`src/rtl/fp_pkg.sv`:
```
// Shared constants, operand layout and unpack helper for the FP add/sub pipeline.
package fp_pkg;

  localparam int unsigned FP_LATENCY = 7;
  localparam int unsigned EXP_BIAS   = 127;
  localparam int unsigned EXP_W      = 8;
  localparam int unsigned FRAC_W     = 23;

  localparam logic [31:0] QNAN    = 32'h7FC0_0000;
  localparam logic [31:0] POS_INF = 32'h7F80_0000;

  typedef struct packed {
    logic              sign;
    logic [EXP_W-1:0]  exp;
    logic [FRAC_W:0]   mant;
    logic              is_zero;
    logic              is_inf;
    logic              is_nan;
  } fp_unpacked_t;

  // Unpack a binary32 value, optionally flipping its sign; denormals flush to signed zero.
  function automatic fp_unpacked_t fp_unpack(input logic [31:0] x, input logic flip);
    fp_unpacked_t     u;
    logic [EXP_W-1:0]  e;
    logic [FRAC_W-1:0] f;
    e         = x[30:23];
    f         = x[22:0];
    u.sign    = x[31] ^ flip;
    u.exp     = e;
    u.mant    = {1'b1, f};
    u.is_zero = (e == '0);
    u.is_inf  = (e == '1) && (f == '0);
    u.is_nan  = (e == '1) && (f != '0);
    if (u.is_zero) begin
      u.exp  = '0;
      u.mant = '0;
    end
    return u;
  endfunction

endpackage

```
`src/rtl/fp_lzc.sv`:
```
// Combinational 27-bit leading-zero counter; all-zero input reports 27.
module fp_lzc (
  input  logic [26:0] value,
  output logic [4:0]  count
);

  // Highest set bit wins because later iterations overwrite earlier ones.
  always_comb begin
    count = 5'd27;
    for (int unsigned i = 0; i < 27; i++) begin
      if (value[i]) count = 5'(26 - i);
    end
  end

endmodule

```
`src/rtl/fp_add_sub.sv`:
```
// Pipelined binary32 adder/subtractor: unpack, swap, align, add, LZC, normalize, round, pack.
module fp_add_sub
  import fp_pkg::*;
(
  input  logic        clock,
  input  logic        reset_n,
  input  logic        add_sub,
  input  logic [31:0] dataa,
  input  logic [31:0] datab,
  output logic [31:0] result
);

  // Special-case outcome and sign travel alongside the datapath.
  typedef struct packed {
    logic        special;
    logic [31:0] spec;
    logic        sign;
  } ctl_t;

  fp_unpacked_t       s1_a, s1_b;
  ctl_t               st2_ctl, s2_ctl, s3_ctl, s4_ctl, s5_ctl, s6_ctl, s7_ctl;
  logic               a_ge_b;
  logic signed [9:0]  s2_exp, s3_exp, s4_exp, s5_exp, s6_exp, s7_exp;
  logic [23:0]        s2_mbig, s2_msmall;
  logic [7:0]         s2_diff;
  logic               s2_sub, s3_sub;
  logic [4:0]         st3_sh;
  logic [26:0]        st3_ext, st3_mask, st3_shifted;
  logic               st3_sticky;
  logic [26:0]        s3_mbig, s3_msmall;
  logic [27:0]        s4_sum, s5_sum;
  logic [4:0]         st5_lz, s5_lz;
  logic               s5_zero, s6_zero, s7_zero;
  logic [26:0]        st6_m, s6_m;
  logic signed [9:0]  st6_e, st7_e;
  logic               st7_up;
  logic [24:0]        st7_mr;
  logic [22:0]        st7_frac, s7_frac;
  logic [31:0]        st8_res;

  // Stage 1: unpack and classify; subtraction folds into datab's sign.
  always_ff @(posedge clock) begin
    if (!reset_n) begin
      s1_a <= '0;
      s1_b <= '0;
    end else begin
      s1_a <= fp_unpack(dataa, 1'b0);
      s1_b <= fp_unpack(datab, add_sub);
    end
  end

  // Special-case priority and magnitude comparison for the swap.
  always_comb begin
    st2_ctl.special = 1'b1;
    st2_ctl.spec    = '0;
    if (s1_a.is_nan || s1_b.is_nan)                              st2_ctl.spec = QNAN;
    else if (s1_a.is_inf && s1_b.is_inf && (s1_a.sign != s1_b.sign)) st2_ctl.spec = QNAN;
    else if (s1_a.is_inf)                                        st2_ctl.spec = POS_INF | {s1_a.sign, 31'b0};
    else if (s1_b.is_inf)                                        st2_ctl.spec = POS_INF | {s1_b.sign, 31'b0};
    else if (s1_a.is_zero && s1_b.is_zero)                       st2_ctl.spec = {s1_a.sign & s1_b.sign, 31'b0};
    else if (s1_a.is_zero)                                       st2_ctl.spec = {s1_b.sign, s1_b.exp, s1_b.mant[22:0]};
    else if (s1_b.is_zero)                                       st2_ctl.spec = {s1_a.sign, s1_a.exp, s1_a.mant[22:0]};
    else                                                         st2_ctl.special = 1'b0;
    a_ge_b       = {s1_a.exp, s1_a.mant} >= {s1_b.exp, s1_b.mant};
    st2_ctl.sign = a_ge_b ? s1_a.sign : s1_b.sign;
  end

  // Stage 2: larger magnitude first, exponent difference.
  always_ff @(posedge clock) begin
    if (!reset_n) begin
      s2_ctl <= '0; s2_exp <= '0; s2_mbig <= '0; s2_msmall <= '0; s2_diff <= '0; s2_sub <= 1'b0;
    end else begin
      s2_ctl    <= st2_ctl;
      s2_exp    <= {2'b00, (a_ge_b ? s1_a.exp : s1_b.exp)};
      s2_mbig   <= a_ge_b ? s1_a.mant : s1_b.mant;
      s2_msmall <= a_ge_b ? s1_b.mant : s1_a.mant;
      s2_diff   <= a_ge_b ? (s1_a.exp - s1_b.exp) : (s1_b.exp - s1_a.exp);
      s2_sub    <= s1_a.sign ^ s1_b.sign;
    end
  end

  // Saturating right shift of the smaller significand with sticky collection.
  always_comb begin
    st3_sh      = (s2_diff > 8'd26) ? 5'd26 : s2_diff[4:0];
    st3_ext     = {s2_msmall, 3'b000};
    st3_mask    = '1;
    st3_mask    = ~(st3_mask << st3_sh);
    st3_shifted = st3_ext >> st3_sh;
    st3_sticky  = |(st3_ext & st3_mask);
  end

  // Stage 3: aligned significands with guard/round/sticky.
  always_ff @(posedge clock) begin
    if (!reset_n) begin
      s3_ctl <= '0; s3_exp <= '0; s3_mbig <= '0; s3_msmall <= '0; s3_sub <= 1'b0;
    end else begin
      s3_ctl    <= s2_ctl;
      s3_exp    <= s2_exp;
      s3_mbig   <= {s2_mbig, 3'b000};
      s3_msmall <= {st3_shifted[26:1], st3_shifted[0] | st3_sticky};
      s3_sub    <= s2_sub;
    end
  end

  // Stage 4: magnitude add or subtract; the swap keeps subtraction non-negative.
  always_ff @(posedge clock) begin
    if (!reset_n) begin
      s4_ctl <= '0; s4_exp <= '0; s4_sum <= '0;
    end else begin
      s4_ctl <= s3_ctl;
      s4_exp <= s3_exp;
      s4_sum <= s3_sub ? ({1'b0, s3_mbig} - {1'b0, s3_msmall})
                       : ({1'b0, s3_mbig} + {1'b0, s3_msmall});
    end
  end

  fp_lzc u_lzc (
    .value (s4_sum[26:0]),
    .count (st5_lz)
  );

  // Stage 5: leading-zero count feeding the normalizer; a zero sum is exact cancellation.
  always_ff @(posedge clock) begin
    if (!reset_n) begin
      s5_ctl <= '0; s5_exp <= '0; s5_sum <= '0; s5_lz <= '0; s5_zero <= 1'b0;
    end else begin
      s5_ctl  <= s4_ctl;
      s5_exp  <= s4_exp;
      s5_sum  <= s4_sum;
      s5_lz   <= st5_lz;
      s5_zero <= (s4_sum == '0);
    end
  end

  // Carry-out shifts right one (keeping sticky); otherwise shift left by the zero count.
  always_comb begin
    if (s5_sum[27]) begin
      st6_m = {s5_sum[27:2], s5_sum[1] | s5_sum[0]};
      st6_e = s5_exp + 10'sd1;
    end else begin
      st6_m = s5_sum[26:0] << s5_lz;
      st6_e = s5_exp - $signed({5'b00000, s5_lz});
    end
  end

  // Stage 6: normalized significand.
  always_ff @(posedge clock) begin
    if (!reset_n) begin
      s6_ctl <= '0; s6_exp <= '0; s6_m <= '0; s6_zero <= 1'b0;
    end else begin
      s6_ctl  <= s5_ctl;
      s6_exp  <= st6_e;
      s6_m    <= st6_m;
      s6_zero <= s5_zero;
    end
  end

  // Round to nearest even, renormalizing when the increment carries out.
  always_comb begin
    st7_up = s6_m[2] & (s6_m[1] | s6_m[0] | s6_m[3]);
    st7_mr = {1'b0, s6_m[26:3]} + {24'b0, st7_up};
    if (st7_mr[24]) begin
      st7_frac = st7_mr[23:1];
      st7_e    = s6_exp + 10'sd1;
    end else begin
      st7_frac = st7_mr[22:0];
      st7_e    = s6_exp;
    end
  end

  // Stage 7: rounded fraction and final exponent.
  always_ff @(posedge clock) begin
    if (!reset_n) begin
      s7_ctl <= '0; s7_exp <= '0; s7_frac <= '0; s7_zero <= 1'b0;
    end else begin
      s7_ctl  <= s6_ctl;
      s7_exp  <= st7_e;
      s7_frac <= st7_frac;
      s7_zero <= s6_zero;
    end
  end

  // Pack with overflow to inf and underflow to signed zero; a cleared pipe packs to +0.
  always_comb begin
    if (s7_ctl.special)                              st8_res = s7_ctl.spec;
    else if (s7_zero)                                st8_res = '0;
    else if (s7_exp >= $signed(10'(2 * EXP_BIAS + 1))) st8_res = {s7_ctl.sign, 8'hFF, 23'b0};
    else if (s7_exp <= 10'sd0)                       st8_res = {s7_ctl.sign, 31'b0};
    else                                             st8_res = {s7_ctl.sign, s7_exp[7:0], s7_frac};
  end

  // Output register.
  always_ff @(posedge clock) begin
    if (!reset_n) result <= '0;
    else          result <= st8_res;
  end

endmodule

```
`config.mk`:
```
export PLATFORM = sky130hd
export DESIGN_NAME = fp_add_sub
export DESIGN_NICKNAME = d
export VERILOG_FILES = /design/src/rtl/fp_pkg.sv /design/src/rtl/fp_lzc.sv /design/src/rtl/fp_add_sub.sv
export SDC_FILE = /design/constraint.sdc
export NUM_CORES = 1
export LEC_CHECK = 0
export CAP_MARGIN = 20
export CORE_AREA = 2 2 236 238
export CTS_CLUSTER_SIZE = 30
export DETAILED_ROUTE_END_ITERATION = 8
export DIE_AREA = 0 0 238 240
export PLACE_DENSITY = 0.7
export SLEW_MARGIN = 20
export SYNTH_ARGS = -nofsm -noshare
export SYNTH_HDL_FRONTEND = slang
export SYNTH_SLANG_ARGS = --single-unit
export TNS_END_PERCENT = 100
```
`constraint.sdc`:
```
create_clock -name clock -period 5.2 [get_ports clock]
set_input_delay 1.04 -clock clock [delete_from_list [all_inputs] [get_ports clock]]
set_output_delay 1.04 -clock clock [all_outputs]
set_load 0.01 [all_outputs]
```
==> results of run 1 <==
[per-layer routing]
layer | vias to the layer above | GRT usage | routed length, µm
li1 | 9141 | - | -
met1 | 8485 | 0.273 | 26800
met2 | 579 | 0.342 | 27400
met3 | 129 | 0.0266 | 3090
met4 | 0 | 0.0797 | 1900
met5 | - | 0 | 0
[worst reg2reg max path, stage by stage (launching register included)]
cell and delay (ns):
dfxtp_1 0.37, inv_1 0.08, ha_1 0.29, a21oi_1 0.06
o21ai_0 0.33, a31oi_1 0.10, o21ai_1 0.22, nand4_1 0.21
o2111ai_4 0.37, buf_16 0.24, buf_4 0.55, mux2i_1 0.30
nor2_1 0.06
[Yosys cell counts, types with 40 or more instances]
master | count | area [µm²]
a21oi_1 | 169 | 846
a22oi_1 | 67 | 503
and2_1 | 316 | 1980
clkbuf_1 | 127 | 477
dfxtp_1 | 583 | 11700
ha_1 | 97 | 1210
inv_1 | 119 | 447
mux2i_1 | 108 | 1080
nand2_1 | 149 | 559
nand3_1 | 46 | 230
nor2_1 | 310 | 1160
nor3_1 | 40 | 200
o21ai_0 | 84 | 420
[metrics by stage]
step / hold WS [ns] / std cells / instance area [µm²]
after floorplan: 0.412 / 2669 / 24400
after global placement: 0.417 / 3337 / 25800
after detailed placement: 0.417 / 3337 / 25800
after CTS: 0.418 / 3441 / 27800
after global routing: 0.428 / 3443 / 27800
final: 0.415 / 3443 / 27800
[area by class of cell]
| type | count | area (µm²) |
|---|---|---|
| Fill cell | 5011 | 26900 |
| Sequential cell | 583 | 11700 |
| Multi-Input combinational cell | 1808 | 11600 |
| Clock buffer | 77 | 1620 |
| Timing Repair Buffer | 120 | 1170 |
| Tap cell | 704 | 881 |
| Inverter | 124 | 470 |
| Clock inverter | 27 | 343 |
[sequential cells by signal, indices dropped and copies added, names as in the netlist, 23 cells and up]
name       flops
s1_a          36
s3_ctl        34
s5_sum        28
s4_sum        28
s3_msmall     27
s7_frac       23
s2_mbig       24
s4_ctl        34
s2_ctl        34
s3_mbig       24
result        32
s2_msmall     24
s7_ctl        34
s5_ctl        34
s1_b          36
s6_m          27
s6_ctl        34
[power groups by stage]
stage                     Combinational [µW]  Clock (µW)  Sequential [µW]
final                                   2240        4200             5070
after global routing                    2470        4480             5110
after CTS                               2210        4280             5070
after detailed placement                2200           0             5170
after global placement                  2180           0             5160
after floorplan                         1690           0             5020
[cell families (layout without fill, tap and decap cells)]
family | count (synthesis) | after routing | synth area share
compound gates | 520 | 520 | 0.140
xor+xnor | 57 | 57 | 0.0205
fa+ha+maj | 101 | 101 | 0.0531
buf+inv | 278 | 348 | 0.0447
flops | 583 | 583 | 0.479
mux | 126 | 126 | 0.0550
simple gates | 1004 | 1004 | 0.208
[worst min-delay path by stage]
stage,to,from
final,s4_ctl[23]$_SDFF_PN0_,s3_ctl[23]$_SDFF_PN0_
after global routing,s4_ctl[23]$_SDFF_PN0_,s3_ctl[23]$_SDFF_PN0_
after CTS,s5_ctl[6]$_SDFF_PN0_,s4_ctl[6]$_SDFF_PN0_
after detailed placement,s3_ctl[31]$_SDFF_PN0_,s2_ctl[31]$_SDFF_PN0_
after global placement,s7_ctl[7]$_SDFF_PN0_,s6_ctl[7]$_SDFF_PN0_
after floorplan,s3_ctl[0]$_SDFF_PN0_,s2_ctl[0]$_SDFF_PN0_
==> results.md, run 1 <==
- Status: finished, violations left
- Failing checks: design-rule violations
- Post-synthesis sequential area ratio: 0.479
- CTS tree: yes
- CTS max path bufs: 3
- Max Cap Violations: 0
- Post-CTS Repair Setup Buffers: 0
- Reg-to-reg startpoint: s1_b[8]$_SDFF_PP0_
- Slew @ Worst Pin: 1.09 ns
- Max FO, Critical Path: 55
- Vias/cell: 5.33
- WL final: 59200 µm
- CP Data Required Time: 5.66 ns
- Unrepaired setup endpoints after global routing: false
- R2R Path End: s2_msmall[3]$_SDFF_PN0_
- Synth warn: 0
- Row Count: 86
- Worst EP arrival: 3.80 ns
- Synth cell types: 79
- CP endpoint kind: flip-flop
- Post-DP HPWL: 43800 µm
- Remaining DRCs: 1
- Final Hold Viols: 0
- Iteration-0 DRC Markers: 1423
- Vias in the first global route: 17862
- Die Y: 240 µm
- Cell-internal power: 8170 µW
- WP depth: 12
- Relative max-transition margin: 0.272
- Hold WC Path Type: reg2reg
- First-pass GRT wire length: 95200 µm
- Ys async rst share: 0
- Worst setup path start: s1_b[8]$_SDFF_PP0_
- Wire per inst: 17.2 µm
- Peak VDD IR: 301 µV
- Fin crit period: 3.33 ns
- Power share of the sequential group: 0.441
- Post-Syn Instances: 2669
- Final GP Congestion: 0.950
- I/O pins: 99
- Kind of cell adding the most delay to the critical path: compound AO/OA/AOI/OAI gates
- Most frequent cells in the layout: 582 x dfxtp_1, 316 x and2_1, 310 x nor2_1, 169 x a21oi_1, 149 x nand2_1
- Clk sinks: 583
- Crit path cell chain: inv_1 -> ha_1 -> a21oi_1 -> o21ai_0 -> a31oi_1 -> o21ai_1 -> nand4_1 -> o2111ai_4 -> buf_16 -> buf_4 -> mux2i_1 -> nor2_1
- Synth Flop Type: dfxtp_1
- ANT cells: 0
- Synth-to-layout area growth: 14.0%
- Combinational power share: 0.194
- Clock skew: 0.0180 ns
- CTS Buf Count: 56
- Switching power: 3350 µW
- Syn_area_per_cell: 9.13 µm²
- Worst R2R Path Depth: 12
- CTS Root Cell: clkbuf_16
- Setup Viol. Count Final: 0
- Crit path kind: reg2reg
- Placeable core area: 54700 µm²
- Insertion delay to the later sink of the worst-skew pair: 0.61 ns
- Die X: 238 µm
- DRT antenna net count: 0
- Fmax: 300 MHz
- Synth Register Bits: 583
- Htree depth: 2
- FF-to-FF setup slack: 1.87 ns
- Max-slew violations: 0
- Initial Utilization: 0.446
- Sw Share: 0.291
- Post-synth EDFFs: 0
- Fin util: 0.508
- Largest net degree at the start of global routing: 106
- Area of the die: 57100 µm²
- Slowest cell on crit path: buf_4
- Place WS: 1.74 ns
- Crit-path max cell delay: 0.55 ns
- Worst setup margin: 1.87 ns
- Final Power: 11500 µW
- Total negative slack: 0 ns
- Worst-path clk slew: 0.06 ns
- CTS Hold Bufs: 0
- Nets: 2861
- PD cells: 414 nW/µm²
- Leading cell type in the layout, fill and taps excluded: dfxtp_1
- Global route total overflow: 0
- Initial antenna violation count: 0
- Resized Gates After CTS: 0
- Clock Power Share: 0.365
- All-layer global routing usage: 0.206
- Fin crit share: 0.640
- Layout cells sized above 1: 0.0588
- Buf+Inv Stages, Crit Path: 3
- WHS Path Cells: 1
- Detailed Routing Iterations Pass 1: 9
- Critical path launch point type: flip-flop
- Syn nets: 2837
- Synthesized area: 24400 µm²
- Port buffer count: 98
- Routed via count: 18334
- Leakage: 0.0111 µW
- Worst setup path end: s2_msmall[3]$_SDFF_PN0_
Power figures use the tool's default switching activity.
==> run 2: changes to the inputs <==
==> constraint.sdc (replaced) <==
create_clock -name clock -period 3.4 [get_ports clock]
set_input_delay 0.68 -clock clock [delete_from_list [all_inputs] [get_ports clock]]
set_output_delay 0.68 -clock clock [all_outputs]
set_load 0.01 [all_outputs]
==> results.md, run 2 (synthesis results as in run 1) <==
- Insertion delay to the later sink of the worst-skew pair: 0.62 ns
- Die X: 238 µm
- Worst-path clk slew: 0.06 ns
- Placed inst area: 26100 µm²
- Worst EP arrival: 3.58 ns
- WL final: 60500 µm
- All-layer global routing usage: 0.210
- Placeable core area: 54700 µm²
- Row Count: 86
- Final GP Congestion: 0.960
- Clock skew: 0.0226 ns
- I/O pins: 99
- Buf+Inv Stages, Crit Path: 1
- CP most frequent cell: a2111oi_4
- Resized Gates After CTS: 0
- Setup Viol. Count Final: 0
- Unrepaired setup endpoints after global routing: false
- Routed via count: 18459
- Status: finished, final reports clean
- Total negative slack: 0 ns
- Wire per inst: 17.4 µm
- Die Y: 240 µm
- Post-CTS Repair Setup Buffers: 0
- CTS tree: yes
- Max-slew violations: 0
- CTS Root Cell: clkbuf_16
- Most frequent cells in the layout: 583 x dfxtp_1, 316 x and2_1, 310 x nor2_1, 169 x a21oi_1, 149 x nand2_1
- Largest net degree at the start of global routing: 77
- Crit-path max cell delay: 0.52 ns
- Iteration-0 DRC Markers: 1255
- Leading cell type in the layout, fill and taps excluded: dfxtp_1
- CTS Buf Count: 57
- Detailed Routing Iterations Pass 1: 5
- Initial Utilization: 0.446
- Peak VDD IR: 470 µV
- Hold WC Path Type: reg2reg
- Largest registers: s1_a x36, s1_b x36
- Fmax: 324 MHz
- Crit path cell chain: ha_1 -> inv_1 -> fa_1 -> o21bai_1 -> a2111oi_4 -> o41ai_2 -> a221oi_4 -> nor4_2 -> a2111oi_4 -> o31ai_1 -> a211oi_1 -> mux2i_1
- Post-DP HPWL: 45500 µm
- GRT busiest layer: met2
- DRT antenna net count: 0
- First-pass GRT wire length: 96700 µm
- ANT cells: 0
- Vias/cell: 5.32
- CTS Hold Bufs: 0
- Layout cells sized above 1: 0.0661
- Htree depth: 2
- Critical path launch point type: flip-flop
- Leakage: 0.0113 µW
- Final Hold Viols: 0
- Clk sinks: 583
- Finished Cell Area: 28000 µm²
- CP endpoint kind: flip-flop
- CP Data Required Time: 3.89 ns
- Max FO, Critical Path: 5
- Crit path kind: reg2reg
- Fin crit share: 0.908
- Met3 Use GR: 0.0250
- PD cells: 629 nW/µm²
- Slowest cell on crit path: o41ai_2
- Vias in the first global route: 18083
- Slew @ Worst Pin: 1.08 ns
- Port buffer count: 98
- Initial antenna violation count: 0
- Grt met2 use: 0.353
- Synth-to-layout area growth: 14.9%
- Fin crit period: 3.09 ns
- Remaining DRCs: 0
- Relative max-transition margin: 0.272
- Nets: 2888
- Kind of cell adding the most delay to the critical path: compound AO/OA/AOI/OAI gates
- Met1 Use GR: 0.277
- Global route total overflow: 0
- Max Cap Violations: 0
- Area of the die: 57100 µm²
- CTS max path bufs: 3
run 2: changes by cell type in the layout (fill, tap and decap cells not counted), sizes merged:
cell and delta:
clkbuf +8, buf +26, inv +1, clkinv -1
clkinvlp -3, bufinv -3
run 2: cell type report:
type | instances | area, µm²
multi-input combinational | 1808 | 11600
timing repair buffer | 146 | 1410
tap | 704 | 881
inverter | 124 | 470
sequential | 583 | 11700
clock buffer | 85 | 1680
fill | 5063 | 26600
clock inverter | 21 | 265
run 2: worst reg2reg max path: cells and delay by family, from the launching register on:
family	cells	cell delay (ns)
multiplexers	1	0.16
flip-flops	1	0.34
AO/OA/AOI/OAI	7	1.55
AND/OR/NAND/NOR	1	0.30
adder cells (fa/ha/maj)	2	0.56
buffers and inverters	1	0.06
run 2: final timing paths:
| check | startpoint | endpoint | slack, ns | cells after the start |
|---|---|---|---|---|
| max | s3_mbig[3]$_SDFF_PN0_ | s4_sum[25]$_SDFF_PN0_ | 0.31 | 12 |
| min | s3_ctl[18]$_SDFF_PN0_ | s4_ctl[18]$_SDFF_PN0_ | 0.42 | 1 |
| max reg2reg | s3_mbig[3]$_SDFF_PN0_ | s4_sum[25]$_SDFF_PN0_ | 0.31 | 12 |
| min reg2reg | s3_ctl[18]$_SDFF_PN0_ | s4_ctl[18]$_SDFF_PN0_ | 0.42 | 1 |
run 2: metrics by stage:
| step | setup slack (ns) | instances | utilization | hold slack [ns] | total power (µW) |
|---|---|---|---|---|---|
| 2_1_floorplan | 0.660 | 2669 | - | 0.412 | 10300 |
| 3_3_place_gp | 0.398 | 3365 | 0.477 | 0.417 | 11400 |
| 3_5_place_dp | 0.323 | 3365 | 0.477 | 0.418 | 11400 |
| 4_1_cts | 0.306 | 3471 | 0.512 | 0.423 | 17700 |
| 5_1_grt | 0.0165 | 3471 | 0.512 | 0.434 | 18400 |
| 6_report | 0.312 | 3471 | 0.512 | 0.421 | 17600 |
run 2: per-layer routing:
| metal | wire length [µm] | vias to the layer above |
|---|---|---|
| li1 | - | 9176 |
| met1 | 27700 | 8598 |
| met2 | 27700 | 563 |
| met3 | 2950 | 122 |
| met4 | 2160 | 0 |
| met5 | 0 | - |
run 2: power breakdown:
| part | switching, µW | internal [µW] | total (µW) |
|---|---|---|---|
| clock network | 2630 | 3690 | 6310 |
| registers | 400 | 7290 | 7690 |
| logic | 2150 | 1460 | 3610 |
==> run 3: changes to the inputs <==
--- a/config.mk
+++ b/config.mk
@@ -7,6 +7,7 @@
 export LEC_CHECK = 0
 export CAP_MARGIN = 20
 export CORE_AREA = 2 2 236 238
+export CTS_BUF_LIST = sky130_fd_sc_hd__clkbuf_4 sky130_fd_sc_hd__clkbuf_8
 export CTS_CLUSTER_SIZE = 30
 export DETAILED_ROUTE_END_ITERATION = 8
 export DIE_AREA = 0 0 238 240
==> results.md, run 3 (synthesis results as in run 1) <==
- Layout cells sized above 1: 0.0883
- Fin crit share: 0.901
- CTS tree: yes
- Crit path kind: reg2reg
- I/O pins: 99
- Relative max-transition margin: 0.300
- Detailed Routing Iterations Pass 1: 6
- Combinational power share: 0.204
- Unrepaired setup endpoints after global routing: false
- Wire per inst: 17.3 µm
- First-pass GRT wire length: 97200 µm
- Remaining DRCs: 0
- Placeable core area: 54700 µm²
- Post-CTS Repair Setup Buffers: 0
- All-layer global routing usage: 0.213
- DRT antenna net count: 0
- Iteration-0 DRC Markers: 1253
- Initial Utilization: 0.446
- Clock Power Share: 0.360
- Vias in the first global route: 18308
- Clock skew: 0.0308 ns
- Die Y: 240 µm
- Switching power: 5220 µW
- Leakage: 0.0114 µW
- CP endpoint kind: flip-flop
- CTS Buf Count: 90
- Fmax: 326 MHz
- Vias/cell: 5.27
- Status: finished, final reports clean
- Largest registers: s1_a x36, s1_b x36
- Max FO, Critical Path: 5
- Worst-path clk slew: 0.06 ns
- Max-slew violations: 0
- Routed via count: 18575
- Cell-internal power: 12400 µW
- Resized Gates After CTS: 0
- Initial antenna violation count: 1
- Htree depth: 3
- Clk sinks: 583
- Largest net degree at the start of global routing: 77
- Setup Viol. Count Final: 0
- Nets: 2921
- Leading cell type in the layout, fill and taps excluded: dfxtp_1
- Power share of the sequential group: 0.436
- Synth-to-layout area growth: 15.3%
- CTS Hold Bufs: 0
- PD cells: 628 nW/µm²
- Total negative slack: 0 ns
- Row Count: 86
- Most frequent cells in the layout: 583 x dfxtp_1, 316 x and2_1, 310 x nor2_1, 169 x a21oi_1, 149 x nand2_1
- Final Hold Viols: 0
- Global route total overflow: 0
- Fin crit period: 3.06 ns
- Layout Cells excl Fill: 3525
- Insertion delay to the later sink of the worst-skew pair: 0.66 ns
- Finished Cell Area: 28100 µm²
- Final GP Congestion: 0.960
- CP Data Required Time: 3.94 ns
- Max Cap Violations: 0
- Slew @ Worst Pin: 1.05 ns
- Port buffer count: 98
- Die X: 238 µm
- Peak VDD IR: 275 µV
- Post-DP HPWL: 45500 µm
- Placed inst area: 26100 µm²
- Critical path launch point type: flip-flop
- CTS max path bufs: 3
- WL final: 60800 µm
- Worst EP arrival: 3.60 ns
- CTS Root Cell: clkbuf_8
- Sw Share: 0.295
- Cells after DPL: 3365
- Area of the die: 57100 µm²
- Final Power: 17700 µW
- Hold WC Path Type: reg2reg
## run 3: changes by cell type in the layout (fill, tap and decap cells not counted), sizes merged
cell      delta
diode        +1
clkinvlp     +5
clkbuf      +43
bufinv       +4
inv          -2
clkinv       +3
## run 3: through the flow
stage	hold slack (ns)	util	setup slack, ns
2_1_floorplan	0.412	-	0.660
3_3_place_gp	0.417	0.477	0.398
3_5_place_dp	0.418	0.477	0.323
4_1_cts	0.381	0.514	0.335
5_1_grt	0.404	0.514	0.0161
6_report	0.414	0.514	0.336
## run 3: cell type report
class                   count  area, µm²
repair buffers            146       1410
inverters                 124        470
flip-flops and latches    583      11700
well taps                 704        881
multi-input cells        1808      11600
diodes                      1       2.50
clock buffers             128       1650
fillers                  5082      26600
clock inverters            31        389
## run 3: per-layer routing
| metal | track usage | up-vias | routed length (µm) |
|---|---|---|---|
| li1 | - | 9259 | - |
| met2 | 0.351 | 564 | 27800 |
| met3 | 0.0347 | 121 | 2850 |
| met1 | 0.278 | 8631 | 28100 |
| met5 | 0 | - | 0 |
| met4 | 0.0864 | 0 | 2020 |
## run 3: final timing paths
path	from	end	slack (ns)	cells past startpoint
max	s3_mbig[3]$_SDFF_PN0_	s4_sum[25]$_SDFF_PN0_	0.34	12
min	s3_exp[4]$_SDFF_PN0_	s4_exp[4]$_SDFF_PN0_	0.41	1
max reg2reg	s3_mbig[3]$_SDFF_PN0_	s4_sum[25]$_SDFF_PN0_	0.34	12
min reg2reg	s3_exp[4]$_SDFF_PN0_	s4_exp[4]$_SDFF_PN0_	0.41	1
## run 3: power by group through the flow
| stage | clock network (µW) | logic (µW) | registers, µW |
|---|---|---|---|
| 6_report | 6370 | 3600 | 7690 |
| 5_1_grt | 6820 | 3980 | 7730 |
| 4_1_cts | 6510 | 3580 | 7680 |
| 3_5_place_dp | 0 | 3570 | 7830 |
| 3_3_place_gp | 0 | 3540 | 7820 |
| 2_1_floorplan | 0 | 2590 | 7680 |
## run 3: critical path, cell delays in order (launching register included)
cell and delay, ns:
dfxtp_1 0.33, ha_1 0.18, inv_1 0.06, fa_1 0.38, o21bai_1 0.31, a2111oi_4 0.13
o41ai_2 0.52, a221oi_4 0.16, nor4_2 0.29, a2111oi_4 0.11, o31ai_1 0.20, a211oi_1 0.12
mux2i_1 0.15
